[config.mk]
export PLATFORM = sky130hd
export DESIGN_NAME = missile_launcher_flat
export DESIGN_NICKNAME = d
export VERILOG_FILES = /design/src/rtl/missile_launcher_pkg.sv /design/src/rtl/missile_launcher_if.sv /design/src/rtl/missile_launcher_slot.sv /design/src/rtl/missile_launcher.sv /design/src/flat_wrapper.sv
export SDC_FILE = /design/constraint.sdc
export NUM_CORES = 1
export LEC_CHECK = 0
export ABC_CLOCK_PERIOD_IN_PS = 12000
export CAP_MARGIN = 20
export CORE_MARGIN = 2
export CORE_UTILIZATION = 41
export DETAILED_ROUTE_END_ITERATION = 6
export PLACE_DENSITY = 0.55
export SYNTH_ARGS = -nofsm -noshare
export SYNTH_HDL_FRONTEND = slang
export SYNTH_SLANG_ARGS = --single-unit
[constraint.sdc]
create_clock -name clk -period 12 [get_ports clk]
set_clock_uncertainty 0.1 [all_clocks]
set_input_delay 2.4 -clock clk [delete_from_list [all_inputs] [get_ports clk]]
set_output_delay 2.4 -clock clk [all_outputs]
set_load 0.01 [all_outputs]
[src/rtl/missile_launcher_pkg.sv]
// missile_pkg: shared constants, the per-slot state struct and the
// heading-to-velocity helper for the missile launcher.
package missile_pkg;
   localparam int FRAC      = 6;   // fraction bits of x_fx / y_fx
   localparam int VEL_W     = 10;  // signed per-frame velocity width
   localparam int VEL_SHIFT = 11;  // (heading * SPEED) >>> VEL_SHIFT
   localparam int POS_W     = 16;  // fixed-point position width (up to 1024 px)
   localparam int LIFE_W    = 8;   // lifetime counter width (LIFE < 256)

   typedef struct packed {
      logic                    active;
      logic [POS_W-1:0]        x_fx;
      logic [POS_W-1:0]        y_fx;
      logic signed [VEL_W-1:0] vx;
      logic signed [VEL_W-1:0] vy;
      logic [LIFE_W-1:0]       life;
   } missile_t;

   // Per-frame velocity from one signed heading component (+-131071 ~ +-1.0).
   function automatic logic signed [VEL_W-1:0] heading_vel(input logic signed [17:0] h,
                                                           input int speed);
      logic signed [21:0] p;
      p = 22'(h) * 22'(speed);
      return VEL_W'(p >>> VEL_SHIFT);
   endfunction
endpackage

[src/rtl/missile_launcher_if.sv]
// missile_launcher_if: per-slot missile bus between the launcher and the
// draw/collision stages, plus the spawn sound strobe.
interface missile_launcher_if #(
   parameter int N  = 4,
   parameter int XW = 10,
   parameter int YW = 9
);
   logic [N-1:0]          missile_hit;
   logic [N-1:0]          missile_active;
   logic [N-1:0][XW-1:0]  missile_x;
   logic [N-1:0][YW-1:0]  missile_y;
   logic                  fire_sound;

   modport master (input  missile_hit,
                   output missile_active, missile_x, missile_y, fire_sound);
   modport slave  (output missile_hit,
                   input  missile_active, missile_x, missile_y, fire_sound);
endinterface

[src/rtl/missile_launcher_slot.sv]
// missile_slot: one missile -- load, move, wrap or off-screen retire, hit
// and kill. MISSILE_WRAP_EN selects wrapping at the screen edges; without it
// a missile leaving the screen retires in the same frame it moves out.
module missile_slot
   import missile_pkg::*;
#(
   parameter int WIDTH  = 640,
   parameter int HEIGHT = 480,
   parameter int XW     = 10,
   parameter int YW     = 9
) (
   input  logic          clk,
   input  logic          rst,
   input  logic          kill_i,
   input  logic          hit_i,
   input  logic          load_i,
   input  logic          move_i,
   input  missile_t      load_val_i,
   output logic          active_o,
   output logic [XW-1:0] x_o,
   output logic [YW-1:0] y_o
);
`ifdef MISSILE_WRAP_EN
   localparam bit WRAP = 1'b1;
`else
   localparam bit WRAP = 1'b0;
`endif
   localparam int SW = POS_W + 2;
   localparam logic signed [SW-1:0] XB = SW'(WIDTH << FRAC);
   localparam logic signed [SW-1:0] YB = SW'(HEIGHT << FRAC);

   missile_t             q, d;
   logic signed [SW-1:0] sx, sy, wx, wy;
   logic                 off_x, off_y;

   // Candidate move: add velocity, fold the sum back into [0, bound).
   always_comb begin
      sx    = $signed({2'b00, q.x_fx}) + SW'(q.vx);
      sy    = $signed({2'b00, q.y_fx}) + SW'(q.vy);
      wx    = sx;
      wy    = sy;
      off_x = 1'b0;
      off_y = 1'b0;
      if (sx < 0) begin
         wx = sx + XB; off_x = 1'b1;
      end else if (sx >= XB) begin
         wx = sx - XB; off_x = 1'b1;
      end
      if (sy < 0) begin
         wy = sy + YB; off_y = 1'b1;
      end else if (sy >= YB) begin
         wy = sy - YB; off_y = 1'b1;
      end
   end

   // Next state: kill beats hit beats load beats move. A load only targets a
   // free slot, so a freshly loaded missile never moves in its spawn frame.
   always_comb begin
      d = q;
      if (kill_i) begin
         d.active = 1'b0;
      end else if (hit_i && q.active) begin
         d.active = 1'b0;
      end else if (load_i) begin
         d = load_val_i;
      end else if (move_i && q.active) begin
         d.x_fx = POS_W'(wx);
         d.y_fx = POS_W'(wy);
         d.life = q.life - LIFE_W'(1);
         if (q.life == LIFE_W'(1) || (!WRAP && (off_x || off_y)))
            d.active = 1'b0;
      end
   end

   // Slot state register.
   always_ff @(posedge clk or posedge rst) begin
      if (rst) q <= '0;
      else     q <= d;
   end

   assign active_o = q.active;
   assign x_o      = q.x_fx[FRAC +: XW];
   assign y_o      = q.y_fx[FRAC +: YW];
endmodule

[src/rtl/missile_launcher.sv]
// missile_launcher: fire edge detect, single pending request, spawn cooldown
// and lowest-free-slot spawn into N missile_slot instances. All motion happens
// in the frame_pulse cycle. Optional MISSILE_WRAP_EN (see missile_slot).
module missile_launcher
   import missile_pkg::*;
#(
   parameter int WIDTH    = 640,
   parameter int HEIGHT   = 480,
   parameter int N        = 4,
   parameter int SPEED    = 4,
   parameter int LIFE     = 40,
   parameter int COOLDOWN = 8
) (
   input  logic                       clk,
   input  logic                       reset,
   input  logic                       game_over,
   input  logic                       fire,
   input  logic                       frame_pulse,
   input  logic [$clog2(WIDTH)-1:0]   ship_x,
   input  logic [$clog2(HEIGHT)-1:0]  ship_y,
   input  logic signed [17:0]         sin_val,
   input  logic signed [17:0]         cos_val,
   missile_launcher_if.master         mb
);
   localparam int XW = $clog2(WIDTH);
   localparam int YW = $clog2(HEIGHT);
   localparam int IW = (N > 1) ? $clog2(N) : 1;
   localparam int CW = (COOLDOWN > 0) ? $clog2(COOLDOWN + 1) : 1;

   logic          fire_q, pending_q, pending_d, sound_q;
   logic [CW-1:0] cd_q, cd_d;
   logic [N-1:0]  act;
   logic [IW-1:0] free_idx;
   logic          free_any, fire_rise, spawn;
   missile_t      load_val;

   // Lowest-index free slot, from the pre-edge active vector.
   always_comb begin
      free_idx = '0;
      free_any = 1'b0;
      for (int i = N - 1; i >= 0; i--) begin
         if (!act[i]) begin
            free_idx = IW'(i);
            free_any = 1'b1;
         end
      end
   end

   assign fire_rise = fire & ~fire_q;
   assign spawn     = frame_pulse & pending_q & (cd_q == '0) & ~game_over & free_any;

   // Spawn payload: ship centre, heading-scaled velocity (y grows downward).
   always_comb begin
      load_val        = '0;
      load_val.active = 1'b1;
      load_val.x_fx   = POS_W'({ship_x, {FRAC{1'b0}}});
      load_val.y_fx   = POS_W'({ship_y, {FRAC{1'b0}}});
      load_val.vx     = heading_vel(sin_val, SPEED);
      load_val.vy     = -heading_vel(cos_val, SPEED);
      load_val.life   = LIFE_W'(LIFE);
   end

   // Pending request and cooldown; game_over wipes both.
   always_comb begin
      pending_d = pending_q;
      cd_d      = cd_q;
      if (game_over) begin
         pending_d = 1'b0;
         cd_d      = '0;
      end else if (spawn) begin
         pending_d = 1'b0;
         cd_d      = CW'(COOLDOWN);
      end else begin
         if (fire_rise) pending_d = 1'b1;
         if (frame_pulse && cd_q != '0) cd_d = cd_q - CW'(1);
      end
   end

   // Control registers.
   always_ff @(posedge clk or posedge reset) begin
      if (reset) begin
         fire_q    <= 1'b0;
         pending_q <= 1'b0;
         cd_q      <= '0;
         sound_q   <= 1'b0;
      end else begin
         fire_q    <= fire;
         pending_q <= pending_d;
         cd_q      <= cd_d;
         sound_q   <= spawn;
      end
   end

   for (genvar g = 0; g < N; g++) begin : g_slot
      missile_slot #(.WIDTH(WIDTH), .HEIGHT(HEIGHT), .XW(XW), .YW(YW)) u_slot (
         .clk        (clk),
         .rst        (reset),
         .kill_i     (game_over),
         .hit_i      (mb.missile_hit[g]),
         .load_i     (spawn && (free_idx == IW'(g))),
         .move_i     (frame_pulse),
         .load_val_i (load_val),
         .active_o   (act[g]),
         .x_o        (mb.missile_x[g]),
         .y_o        (mb.missile_y[g])
      );
   end

   assign mb.missile_active = act;
   assign mb.fire_sound     = sound_q;
endmodule

[src/flat_wrapper.sv]
// flat-port wrapper written by rule: the top's interface ports become plain ports
module missile_launcher_flat import missile_pkg::*;
#(
   parameter int WIDTH    = 640,
   parameter int HEIGHT   = 480,
   parameter int N        = 4,
   parameter int SPEED    = 4,
   parameter int LIFE     = 40,
   parameter int COOLDOWN = 8
)
  (clk, reset, game_over, fire, frame_pulse, ship_x, ship_y, sin_val, cos_val, mb_missile_hit, mb_missile_active, mb_missile_x, mb_missile_y, mb_fire_sound);
  missile_launcher_if #(.N(N), .XW(10), .YW(9)) mb_i ();
  input  logic clk;
  input  logic reset;
  input  logic game_over;
  input  logic fire;
  input  logic frame_pulse;
  input  logic [$clog2(WIDTH)-1:0] ship_x;
  input  logic [$clog2(HEIGHT)-1:0] ship_y;
  input  logic signed [17:0] sin_val;
  input  logic signed [17:0] cos_val;
  input wire logic [$bits(mb_i.missile_hit)-1:0] mb_missile_hit;
  output wire logic [$bits(mb_i.missile_active)-1:0] mb_missile_active;
  output wire logic [$bits(mb_i.missile_x)-1:0] mb_missile_x;
  output wire logic [$bits(mb_i.missile_y)-1:0] mb_missile_y;
  output wire logic [$bits(mb_i.fire_sound)-1:0] mb_fire_sound;
  assign mb_i.missile_hit = mb_missile_hit;
  assign mb_missile_active = mb_i.missile_active;
  assign mb_missile_x = mb_i.missile_x;
  assign mb_missile_y = mb_i.missile_y;
  assign mb_fire_sound = mb_i.fire_sound;
  missile_launcher #(.WIDTH(WIDTH), .HEIGHT(HEIGHT), .N(N), .SPEED(SPEED), .LIFE(LIFE), .COOLDOWN(COOLDOWN)) u_core (.clk(clk), .reset(reset), .game_over(game_over), .fire(fire), .frame_pulse(frame_pulse), .ship_x(ship_x), .ship_y(ship_y), .sin_val(sin_val), .cos_val(cos_val), .mb(mb_i));
endmodule
# == After elaboration in Yosys (flattened, before gate mapping) ==
# Cells that the tools add are included.
# totals
register_bits,247
inputBits,64
out_inout_bits,81
elab_cells,216
# classes
n_addsub,30
magnitude_cmp,16
eq_ne,7
n_mux,74
bitwise_logic,11
n_reduce_logical,50
# ops
op,n
two-way mux 33 bit,8
two-way mux 16 bit,16
less-than comparator 18 x 1 -> 1 bit (second input constant),8
adder 16 bit (second input constant),8
subtractor 16 bit (second input constant),8
adder 17 x 10 -> 18 bit,4
adder 17 x 9 -> 18 bit,4
>= comparator 18 x 16 -> 1 bit (second input constant),4
>= comparator 18 x 17 -> 1 bit (second input constant),4
two-way mux 8 bit,8
nonzero test 4 bit,9
two-way mux 1 bit,35
== test 8 x 1 -> 1 bit (second input constant),4
subtractor 8 x 1 -> 8 bit (second input constant),4
AND reduction 3 bit,8
logical AND 1 bit,13
two-way mux 4 bit,3
negator 9 -> 10 bit,1
logical OR 1 bit,8
two-way mux 2 bit,4
AND reduction 2 bit,4
nonzero test 2 bit,4
inverter 1 bit,6
nonzero test 3 bit,2
6 further kinds,11

# == Depth between registers and ports, before layout ==
# Gate-level depths: netlist of the first run.
# depth
depth_word,11
depth_mapped,16
mapped_depth_nobuf,16

# == Hierarchy ==
# From an unflattened synthesis of the first run, not the netlist that was laid out.
# hier_totals
cells_unflattened,2366
hier_area_um2,20453.4
# modules_own_cells
module,n_inst,cells_each,area_per_inst_um2,seq_area_each_um2
missile_slot (u_core.g_slot[1].u_slot ...),2,572,4947.2,1526.5
missile_slot (u_core.g_slot[3].u_slot),1,599,5159.9,1526.5
missile_slot (u_core.g_slot[0].u_slot),1,558,4824.6,1526.5
missile_launcher,1,65,574.3,175.2

# == Worst setup path after synthesis of the first run ==
# OpenSTA, ideal clock, no wires.
# synth_path
path_type,in2reg
startpoint,input port game_over
endpoint,register u_core.g_slot[3].u_slot.q (netlist bit u_core.g_slot[3].u_slot.x_o[8])
setup_ns,0.130
arrival_ns,4.389
required_ns,11.770
path_slack_ns,7.381
stages,9
n_path_buf,3
cell_sequence,or3_1 > clkbuf_1 > or3_1 > clkbuf_1 > a221o_1 > clkbuf_1 > a22o_1 > a311oi_1 > nand3_1
# synth_via
elab_chain_cells,6
# synth_lines
item,line_no,text
start: declaration,flat_wrapper.sv:15,input logic game_over;
inverter 1 bit (no source line) *,-,
AND 1 bit (2 in a row),missile_launcher.sv:50,assign spawn = frame_pulse & pending_q & (cd_q == '0) & ~game_over & free_any;
logical AND 1 bit,missile_launcher.sv:100,".load_i (spawn && (free_idx == IW'(g))),"
nonzero test 2 bit (no source line),-,
AND reduction 3 bit (no source line),-,
end signal: assignment,missile_launcher_slot.sv:77,if (rst) q <= '0;
end signal: assignment,missile_launcher_slot.sv:78,else q <= d;
end: declaration,missile_launcher_slot.sv:32,"missile_t q, d;"
# Every way passes the cells marked *; elsewhere a longest branch is shown, timed or not.
# A chain may end at the register's enable or synchronous reset.

# == Worst setup path in the final report of the first run ==
# layout_path
startpoint,input port frame_pulse
endpoint,register u_core.g_slot[0].u_slot.q[6] (netlist name)
# layout_via
elab_chain_cells,7
# layout_lines
item,line_no,text
start: declaration,flat_wrapper.sv:17,input logic frame_pulse;
AND 1 bit (4 in a row),missile_launcher.sv:50,
logical AND 1 bit,missile_launcher.sv:100,
nonzero test 2 bit (no source line),-,
AND reduction 3 bit (no source line),-,
end signal: assignment,missile_launcher_slot.sv:77,
end signal: assignment,missile_launcher_slot.sv:78,
end: declaration,missile_launcher_slot.sv:32,
# Parallel ways exist; a longest one is shown, timed or not.

==> reports/results.tsv, run 1 <==
stage	metric	value	unit
status	status	complete, no violations	
floorplanning	die_w	220	um
placement	io_buffers	126	
cts	cts_root_buf	clkbuf_16	
synth	synth_top_flop_cell	dfrtp_1	
cells_and_area	antenna_cells	0	
timing	fin_crit	5.68	ns
worst_hold_path	holdCritPathClass	flop to flop	
synth	yosysWarnings	0	
setup_path	critPathArrivalTime	6.03	ns
floorplanning	die_y	220	um
synth	synth_area	19200	um^2
floorplanning	core_area	46400	um^2
synth	synth_top_area_share	32.2	%
synth	netlist_instances	2327	
synth	synth_seq_cells	247	
setup_path	cpPeakStageDelay	0.80	ns
drt	wl_per_cell	19.0	um
power_and_ir_drop	ir_worst_vdd	0.106	mV
drt	ant_nets	0	
setup_path	crit_type	input port to flop	
timing	clock.fmax	0.176	GHz
setup_path	cp_max_fo	36	
drt	dr_total_vias	16600	
power_and_ir_drop	p_int	2.10	mW
drt	first_pass_iters	7	
setup_path	worst-r2r-setup-slack	8.12	ns
cts	cts_max_level	1	
synth	synthDistinctLibCells	99	
worst_hold_path	min_from	u_core.g_slot[0].u_slot.q[28]$_DFFE_PP0P_	
floorplanning	ios	145	
timing	setup_violations	0	
power_and_ir_drop	clockPowerShare	28.5	%
timing	maxSlewHeadroom	34.3	%
synth	synth_edf_count	0	
setup_path	cp-end-kind	flop	
synth	yosysTopAreaCell	dfrtp_1	
timing	worst_pin_slew	0.986	ns
timing	whs	0.371	ns
drt	via_per_inst	5.59	
job	drv_cap	0	
setup_path	crit_slowest_cell	a21oi_1	
cts	cts.path.max_buffers	3	
cts	cts_buffers	31	
timing	drv_slew	0	
setup_path	r2r-start	u_core.g_slot[2].u_slot.q[18]$_DFFE_PP0P_	
worst_hold_path	hold_depth	2	
power_and_ir_drop	leakage	10.1	nW
grt	grt_max_degree	121	
synth	syn_nets	2562	
timing	post-route-period-util	47.4	%
cts	cts_tree	built	
power_and_ir_drop	seq_power_share	30.8	%
placement	dp_hpwl	39.2	mm
drt	routed_wl	56.3	mm
worst_hold_path	min_to	u_core.g_slot[0].u_slot.q[28]$_DFFE_PP0P_	
synth	synthArstFlopShare	100	%
placement	place_congestion	0.869	
cts	hold_buffers	0	
cells_and_area	area_delta_synth_final	11.9	%
power_and_ir_drop	pwr-share-comb	40.7	%
grt	grt_overflow	0	
timing	hold_viol	0	
cells_and_area	fin_nets	2573	
synth	synthTopCellsByArea	dfrtp_1 32%, ha_1 11%, nand2_1 7.4%	
grt	grt_usage	23.3	%
cts	cts_setup_buffers	0	
timing	rsz0062_at_grt	false	
drt	drtIter0Drc	1133	
setup_path	critPathRequiredTime	12.35	ns
power_and_ir_drop	pwr_density_cell	158	nW/um^2
cts	clk_pin_slew	0.06	ns
floorplanning	start_util	41.4	%
power_and_ir_drop	p_sw_share	38.1	%
cells_and_area	post_route_cells_drive_above_1_share	5.34	%
timing	finalSetupTns	0	ns
cts	clk_latency	0.59	ns
synth	ys_seq_area_share	32.2	%
cts	cts_sinks	247	
setup_path	crit_chain	clkdlybuf4s50_1 > buf_4 > nand2_1 > or3_1 > or2_1 > buf_4 > a21oi_1 > nand2_1 > or4b_1 > xor2_1 > nor2_1	
grt	grt_antenna_before_repair	1	
setup_path	worstSetupStartpointType	input port	
setup_path	r2r_end	u_core.g_slot[2].u_slot.x_o[8]$_DFFE_PP0P_	
floorplanning	num_rows	79	
setup_path	reg2reg_depth	15	
cts	cts_resized	0	
floorplanning	dieArea	48500	um^2
grt	grt_pass1_vias	15800	
grt	grt_pass1_wl	88.5	mm
drt	drc	0	
power_and_ir_drop	switching_power	1.29	mW
synth	syn_area_per_cell	8.24	um^2
[per-stage QoR]
step	cell area [um^2]	std cells	util, %	power (mW)	worst slack [ns]
5_1_grt	21500	2967	46.3	3.65	6.01
4_1_cts	21500	2967	46.3	3.41	6.34
2_1_floorplan	19200	2327	-	2.11	2.71
6_report	21500	2967	46.3	3.39	6.32
3_5_place_dp	20400	2912	44.1	2.42	5.70
3_3_place_gp	20400	2912	44.1	2.40	5.75
[kinds of logic after synthesis]
kind of cell	Yosys count	synth area share, %
AOI/OAI and AO/OA	670	22.7
xor gates and xnor gates	134	6.29
adders and majority gates	171	11.5
buffers and inverters	263	6.76
DFF	247	32.2
muxes	12	0.665
and+or+nand+nor	830	19.9
[placed cells by master (no fill, tap or decap), types with 7 or more instances in the layout]
cell,count
and2_1,9
clkinv_2,8
a31oi_1,23
or3_1,30
a21o_1,44
nand3_1,51
o21a_1,18
o21ai_0,180
a21oi_1,165
a22o_1,10
nor2b_1,17
xnor2_1,71
dfrtp_1,247
ha_1,163
and3_1,14
o211ai_1,23
nand4_1,14
xor2_1,60
clkdlybuf4s50_1,126
a211oi_1,31
clkbuf_16,31
o21bai_1,11
o41ai_1,7
o21ai_1,8
o211a_1,9
nand2b_1,37
nor2_1,169
a22oi_1,11
inv_1,94
fa_1,8
a21boi_0,7
nor3_1,38
nor4_1,15
nand2_1,380
o31ai_1,17
o22ai_1,19
buf_4,19
[registers in the layout (all words and copies together), names as in the netlist]
signal and flops:
u_core.g_slot.u_slot.q 160, u_core.g_slot.u_slot.active_o 4, u_core.fire_q 1, u_core.mb.fire_sound 1, u_core.g_slot.u_slot.y_o 36, u_core.pending_q 1, u_core.cd_q 4, u_core.g_slot.u_slot.x_o 40
[worst max-delay path by stage]
stage / startpoint / to / slack [ns] / depth (start not counted)
after floorplan: reset / u_core.cd_q[0]$_DFFE_PP0P_ / 2.71 / 1
after global placement: frame_pulse / u_core.g_slot[0].u_slot.q[6]$_DFFE_PP0P_ / 5.75 / 11
after detailed placement: frame_pulse / u_core.g_slot[0].u_slot.q[6]$_DFFE_PP0P_ / 5.70 / 11
after CTS: frame_pulse / u_core.g_slot[0].u_slot.q[6]$_DFFE_PP0P_ / 6.34 / 11
after global routing: frame_pulse / u_core.g_slot[0].u_slot.q[5]$_DFFE_PP0P_ / 6.01 / 11
final: frame_pulse / u_core.g_slot[0].u_slot.q[6]$_DFFE_PP0P_ / 6.32 / 11
[synthesized netlist by cell type, drive strengths merged (15+ instances only)]
| cell type | instances |
|---|---|
| a211oi | 33 |
| a21o | 44 |
| a21oi | 169 |
| a31oi | 23 |
| and3 | 16 |
| buf | 93 |
| clkbuf | 74 |
| dfrtp | 247 |
| ha | 163 |
| inv | 96 |
| nand2 | 381 |
| nand2b | 37 |
| nand3 | 51 |
| nand4 | 15 |
| nor2 | 172 |
| nor2b | 17 |
| nor3 | 40 |
| nor4 | 16 |
| o211ai | 24 |
| o21a | 19 |
| o21ai | 188 |
| o22ai | 19 |
| o31ai | 18 |
| or3 | 31 |
| xnor2 | 74 |
| xor2 | 60 |
[critical path: cells and delay by family]
family,cells,cell delay (ns)
buffers and inverters,3,0.95
xor gates and xnor gates,1,0.15
AOI/OAI and AO/OA,1,0.80
and+or+nand+nor,6,1.71
[layer usage]
metal  share of wire [%]  track usage, %
met5                   0               0
met4                 3.9            8.99
met3                 4.2            2.76
met2                  43            35.9
met1                  49            33.3
[power by group through the flow]
stage | logic [mW] | registers [mW] | clock network [mW]
after floorplan | 1.09 | 1.02 | 0
after global placement | 1.34 | 1.06 | 0
after detailed placement | 1.36 | 1.05 | 0
after CTS | 1.37 | 1.04 | 0.992
after global routing | 1.56 | 1.06 | 1.03
final | 1.38 | 1.04 | 0.967
[area by class of cell]
type / instances / area [um^2]
Clock buffer: 37 / 818
Clock inverter: 18 / 208
Fill cell: 4514 / 24900
Inverter: 96 / 368
Multi-Input combinational cell: 1817 / 11700
Sequential cell: 247 / 6180
Tap cell: 607 / 759
Timing Repair Buffer: 145 / 1400
No activity file was read; power rests on OpenSTA's default activity.
==> run 2, diff against run 1 <==
Settings changed: ABC_CLOCK_PERIOD_IN_PS 12000 to 5900.
Clock period 12 ns to 5.9 ns, I/O delays scaled along.
==> reports/results.tsv, run 2 (synthesis results as in run 1) <==
stage	metric	value	unit
worst_hold_path	holdCritPathClass	flop to flop	
cts	cts_resized	0	
setup_path	cp_max_fo	35	
floorplanning	die_w	220	um
floorplanning	ios	145	
cts	cts_sinks	247	
cts	cts.path.max_buffers	3	
setup_path	crit_chain	clkdlybuf4s50_1 > or3_1 > or2_1 > buf_4 > a21o_1 > nor4_1 > and3_1 > o21ai_0	
cells_and_area	layout_commonest_cell	nand2_1	
grt	grt_pass1_vias	15600	
placement	place_congestion	0.884	
floorplanning	die_y	220	um
cts	cts_setup_buffers	0	
cells_and_area	fin_nets	2576	
drt	wl_per_cell	19.0	um
cts	hold_buffers	0	
drt	drtIter0Drc	1104	
cts	clk_latency	0.57	ns
cells_and_area	area_delta_synth_final	12.5	%
floorplanning	num_rows	79	
worst_hold_path	hold_depth	2	
drt	routed_wl	56.5	mm
grt	grt_usage	23.1	%
timing	maxSlewHeadroom	35.4	%
power_and_ir_drop	total_power	7.00	mW
timing	clock.fmax	0.242	GHz
timing	setup_violations	0	
drt	drc	0	
drt	first_pass_iters	5	
placement	io_buffers	126	
timing	hold_viol	0	
setup_path	worstSetupStartpointType	input port	
cells_and_area	layout_common_cells	380 x nand2_1, 247 x dfrtp_1, 180 x o21ai_0	
setup_path	crit_slowest_cell	nor4_1	
floorplanning	dieArea	48500	um^2
power_and_ir_drop	pwr_density_cell	324	nW/um^2
setup_path	crit_type	input port to flop	
drt	ant_nets	0	
job	drv_cap	0	
floorplanning	core_area	46400	um^2
drt	via_per_inst	5.58	
cells_and_area	largest_register_ffs	160	
timing	worst_pin_slew	0.966	ns
setup_path	reg2reg_depth	15	
grt	grt_max_degree	113	
cts	cts_buffers	29	
floorplanning	start_util	41.4	%
setup_path	worst_path_dominant_cell_family	simple AND/OR/NAND/NOR gates	
power_and_ir_drop	ir_worst_vdd	0.163	mV
setup_path	critPathRequiredTime	6.22	ns
cells_and_area	regMostFlops	u_core.g_slot.u_slot.q	
setup_path	critPathArrivalTime	4.45	ns
cts	cts_root_buf	clkbuf_16	
timing	drv_slew	0	
grt	grt_antenna_before_repair	2	
status	status	complete, no violations	
drt	dr_total_vias	16600	
grt	grt_pass1_wl	87.8	mm
cts	clk_pin_slew	0.07	ns
cts	cts_max_level	1	
setup_path	cp.depth	8	
timing	post-route-period-util	69.9	%
timing	fin_crit	4.13	ns
cells_and_area	post_route_cells_drive_above_1_share	5.51	%
placement	dp.cells	2917	
grt	grt_overflow	0	
timing	rsz0062_at_grt	false	
placement	dp_hpwl	40.3	mm
setup_path	cpPeakStageDelay	0.70	ns
power_and_ir_drop	leakage	10.1	nW
setup_path	cp_num_buf_inv	2	
cts	cts_tree	built	
cells_and_area	layoutNonFillerInstCount	2969	
setup_path	cp-end-kind	flop	
timing	finalSetupTns	0	ns
## run 2: cell count changes in the layout (fill, tap and decap cells not counted), sizes merged
cell	delta
bufinv	+4
clkbuf	-5
clkinvlp	+3
buf	+5
inv	-2
clkinv	-4
diode	+1
## run 2: final timing paths
check                                                                from                                           end  slack [ns]
worst max-delay path                                            game_over      u_core.g_slot[0].u_slot.q[5]$_DFFE_PP0P_        1.77
worst min-delay path            u_core.g_slot[0].u_slot.q[44]$_DFFE_PP0P_     u_core.g_slot[0].u_slot.q[44]$_DFFE_PP0P_        0.37
worst max register to register  u_core.g_slot[2].u_slot.q[44]$_DFFE_PP0P_    u_core.g_slot[2].u_slot.x_o[8]$_DFFE_PP0P_        1.98
worst min register to register  u_core.g_slot[0].u_slot.q[44]$_DFFE_PP0P_     u_core.g_slot[0].u_slot.q[44]$_DFFE_PP0P_        0.37
max in group asynchronous                                           reset    u_core.g_slot[3].u_slot.x_o[5]$_DFFE_PP0P_        3.54
min in group asynchronous                                           reset  u_core.g_slot[1].u_slot.active_o$_DFFE_PP0P_        1.05
## run 2: through the flow
| stage | hold WS, ns | utilization, % | worst slack, ns | instance area (um^2) |
|---|---|---|---|---|
| finish | 0.372 | 46.6 | 1.77 | 21600 |
| global route | 0.406 | 46.6 | 1.57 | 21600 |
| CTS | 0.376 | 46.6 | 1.81 | 21600 |
| detailed placement | 0.362 | 44.2 | 1.18 | 20500 |
| global placement | 0.355 | 44.2 | 1.27 | 20500 |
| floorplan | 0.343 | - | 1.37 | 19200 |
## run 2: worst min-delay path, delay by kind of cell, from the launching register on
kind             cells  cell delay, ns
AND/OR/NAND/NOR      2            0.10
flip-flops           1            0.34
## run 2: power by group
group / internal (mW) / switching (mW)
Combinational: 1.21 / 1.60
Sequential: 1.91 / 0.219
Clock: 1.27 / 0.786
## run 2: area by class of cell
class | count | area (um^2)
fill | 4545 | 24800
multi-input combinational | 1817 | 11700
sequential | 247 | 6180
timing repair buffer | 150 | 1470
tap | 607 | 759
clock buffer | 32 | 757
inverter | 96 | 364
clock inverter | 19 | 322
antenna | 1 | 2.50
## run 2: per-layer routing
layer / up-vias / global-route usage [%] / wire, um
met5: - / 0 / 0
met4: 0 / 8.66 / 1850
met3: 63 / 3.15 / 2790
met2: 370 / 35.3 / 24000
met1: 7873 / 33.3 / 27800
li1: 8257 / - / -
==> run 3, diff against run 2 <==
Settings changed: ABC_CLOCK_PERIOD_IN_PS 5900 to 3900.
Clock period 5.9 ns to 3.9 ns, I/O delays scaled along.
==> reports/results.tsv, run 3 (synthesis results as in run 1) <==
stage	metric	value	unit
status	status	complete, no violations	
placement	dp.cells	2963	
cells_and_area	design_area	22000	um^2
drt	drc	0	
cts	cts_tree	built	
cts	cts_max_level	1	
floorplanning	core_area	46400	um^2
cts	cts_buffers	31	
power_and_ir_drop	pwr_density_cell	483	nW/um^2
cells_and_area	layout_commonest_cell	nand2_1	
grt	grt_pass1_vias	15800	
placement	dp_hpwl	41.7	mm
setup_path	crit_chain	ha_1 > a21o_1 > a21boi_0 > o311ai_0 > a31oi_1 > nor2b_1 > nor2_1 > mux2_2 > a211o_1 > nand3_1 > nand2_1	
cells_and_area	nFillCells	4467	
cells_and_area	layout_common_cells	380 x nand2_1, 247 x dfrtp_1, 179 x o21ai_0	
grt	grt_usage	23.5	%
cts	hold_buffers	0	
cells_and_area	finalCoreUtilization	47.5	%
floorplanning	die_w	220	um
power_and_ir_drop	ir_worst_vdd	0.375	mV
cells_and_area	fin_nets	2624	
cts	clk_latency	0.58	ns
setup_path	cpPeakStageDelay	0.60	ns
cells_and_area	regMostFlops	u_core.g_slot.u_slot.q	
placement	place_area	20900	um^2
floorplanning	num_rows	79	
power_and_ir_drop	switching_power	3.96	mW
setup_path	critPathRequiredTime	4.25	ns
drt	wl_per_cell	18.9	um
timing	whs	0.367	ns
grt	grt_pass1_wl	89.1	mm
power_and_ir_drop	p_sw_share	37.2	%
power_and_ir_drop	clockPowerShare	29.3	%
timing	rsz0062_at_grt	false	
cts	cts_sinks	247	
timing	setup_violations	0	
cells_and_area	largest_register_ffs	160	
setup_path	cp-end-kind	flop	
grt	grt_max_degree	80	
grt	grt_antenna_before_repair	0	
drt	dr_total_vias	16800	
placement	io_buffers	126	
timing	hold_viol	0	
setup_path	crit_slowest_cell	dfrtp_1	
job	drv_cap	0	
power_and_ir_drop	p_int	6.68	mW
setup_path	worstSetupStartpointType	flop	
floorplanning	start_util	41.4	%
drt	via_per_inst	5.56	
cts	clk_pin_slew	0.06	ns
timing	clock.fmax	0.272	GHz
power_and_ir_drop	seq_power_share	30.1	%
setup_path	crit_type	flop to flop	
power_and_ir_drop	leakage	10.4	nW
drt	first_pass_iters	5	
cells_and_area	layoutNonFillerInstCount	3017	
cts	cts.path.max_buffers	3	
grt	grt_overflow	0	
drt	routed_wl	57.0	mm
timing	fin_crit	3.68	ns
drt	drtIter0Drc	1190	
cells_and_area	antenna_cells	0	
timing	worst_pin_slew	0.818	ns
cells_and_area	post_route_cells_drive_above_1_share	7.63	%
power_and_ir_drop	total_power	10.6	mW
drt	ant_nets	0	
setup_path	critPathArrivalTime	4.03	ns
setup_path	cp_max_fo	16	
cts	cts_root_buf	clkbuf_16	
power_and_ir_drop	pwr-share-comb	40.5	%
floorplanning	ios	145	
timing	post-route-period-util	94.4	%
cells_and_area	area_delta_synth_final	14.7	%
timing	drv_slew	0	
timing	maxSlewHeadroom	45.3	%
worst_hold_path	holdCritPathClass	flop to flop	
placement	place_congestion	0.858	
floorplanning	die_y	220	um
floorplanning	dieArea	48500	um^2
[run 3: cell count changes in the layout (fill, tap and decap cells not counted), moves of 2 or more]
| cell | previous run | this run |
|---|---|---|
| buf_12 | 2 | 5 |
| buf_4 | 22 | 65 |
| bufinv_16 | 8 | 6 |
| clkbuf_16 | 29 | 31 |
| clkbuf_8 | 2 | 4 |
| clkinv_2 | 2 | 8 |
| clkinvlp_4 | 7 | 2 |
[run 3: stage by stage]
stage	worst slack, ns	TNS (ns)
detailed placement	0.191	0
global placement	0.236	0
finish	0.219	0
floorplan	-0.226	-55.76
CTS	0.169	0
global route	0.0133	0
[run 3: what timing repair did]
action,4_1_cts,5_1_grt
hold endpoints to repair,0,0
setup buffers,0,0
setup endpoints to repair,0,8
resized for setup,0,6
[run 3: area by class of cell]
| cell class | instances | area [um^2] | share of cell area, % |
|---|---|---|---|
| multi-input cells | 1817 | 11800 | 53.4 |
| flip-flops and latches | 247 | 6180 | 28.1 |
| clock inverters | 19 | 265 | 1.21 |
| clock buffers | 35 | 831 | 3.77 |
| well taps | 607 | 759 | 3.45 |
| repair buffers | 196 | 1850 | 8.40 |
| inverters | 96 | 364 | 1.65 |
[run 3: power groups by stage]
stage | Combinational [mW] | Clock [mW] | Sequential [mW]
6_report | 4.31 | 3.12 | 3.21
5_1_grt | 4.87 | 3.30 | 3.25
4_1_cts | 4.31 | 3.19 | 3.21
3_5_place_dp | 4.27 | 0 | 3.24
3_3_place_gp | 4.19 | 0 | 3.24
2_1_floorplan | 3.37 | 0 | 3.13
[run 3: critical path, delay by kind of cell, from the launching register on]
family                     cells  cell delay [ns]
and+or+nand+nor                4             0.53
adders and majority gates      1             0.51
muxes                          1             0.36
DFF                            1             0.60
AOI/OAI and AO/OA              5             1.45
[run 3: path summary, 6_finish.rpt]
| path | startpoint | endpoint | slack (ns) | depth (start not counted) |
|---|---|---|---|---|
| setup / recovery | u_core.g_slot[2].u_slot.q[26]$_DFFE_PP0P_ | u_core.g_slot[2].u_slot.x_o[9]$_DFFE_PP0P_ | 0.22 | 11 |
| hold / removal | u_core.g_slot[0].u_slot.q[44]$_DFFE_PP0P_ | u_core.g_slot[0].u_slot.q[44]$_DFFE_PP0P_ | 0.37 | 2 |
| setup reg to reg | u_core.g_slot[2].u_slot.q[26]$_DFFE_PP0P_ | u_core.g_slot[2].u_slot.x_o[9]$_DFFE_PP0P_ | 0.22 | 11 |
| hold reg to reg | u_core.g_slot[0].u_slot.q[44]$_DFFE_PP0P_ | u_core.g_slot[0].u_slot.q[44]$_DFFE_PP0P_ | 0.37 | 2 |
| max in group asynchronous | reset | u_core.g_slot[0].u_slot.q[15]$_DFFE_PP0P_ | 2.22 | 3 |
| min in group asynchronous | reset | u_core.g_slot[3].u_slot.q[5]$_DFFE_PP0P_ | 0.58 | 2 |
[run 3: layer usage]
metal | wire [um] | track usage, %
met1 | 28000 | 34.2
met2 | 24700 | 36.1
met3 | 2930 | 3.46
met4 | 1390 | 6.29
met5 | 0 | 0
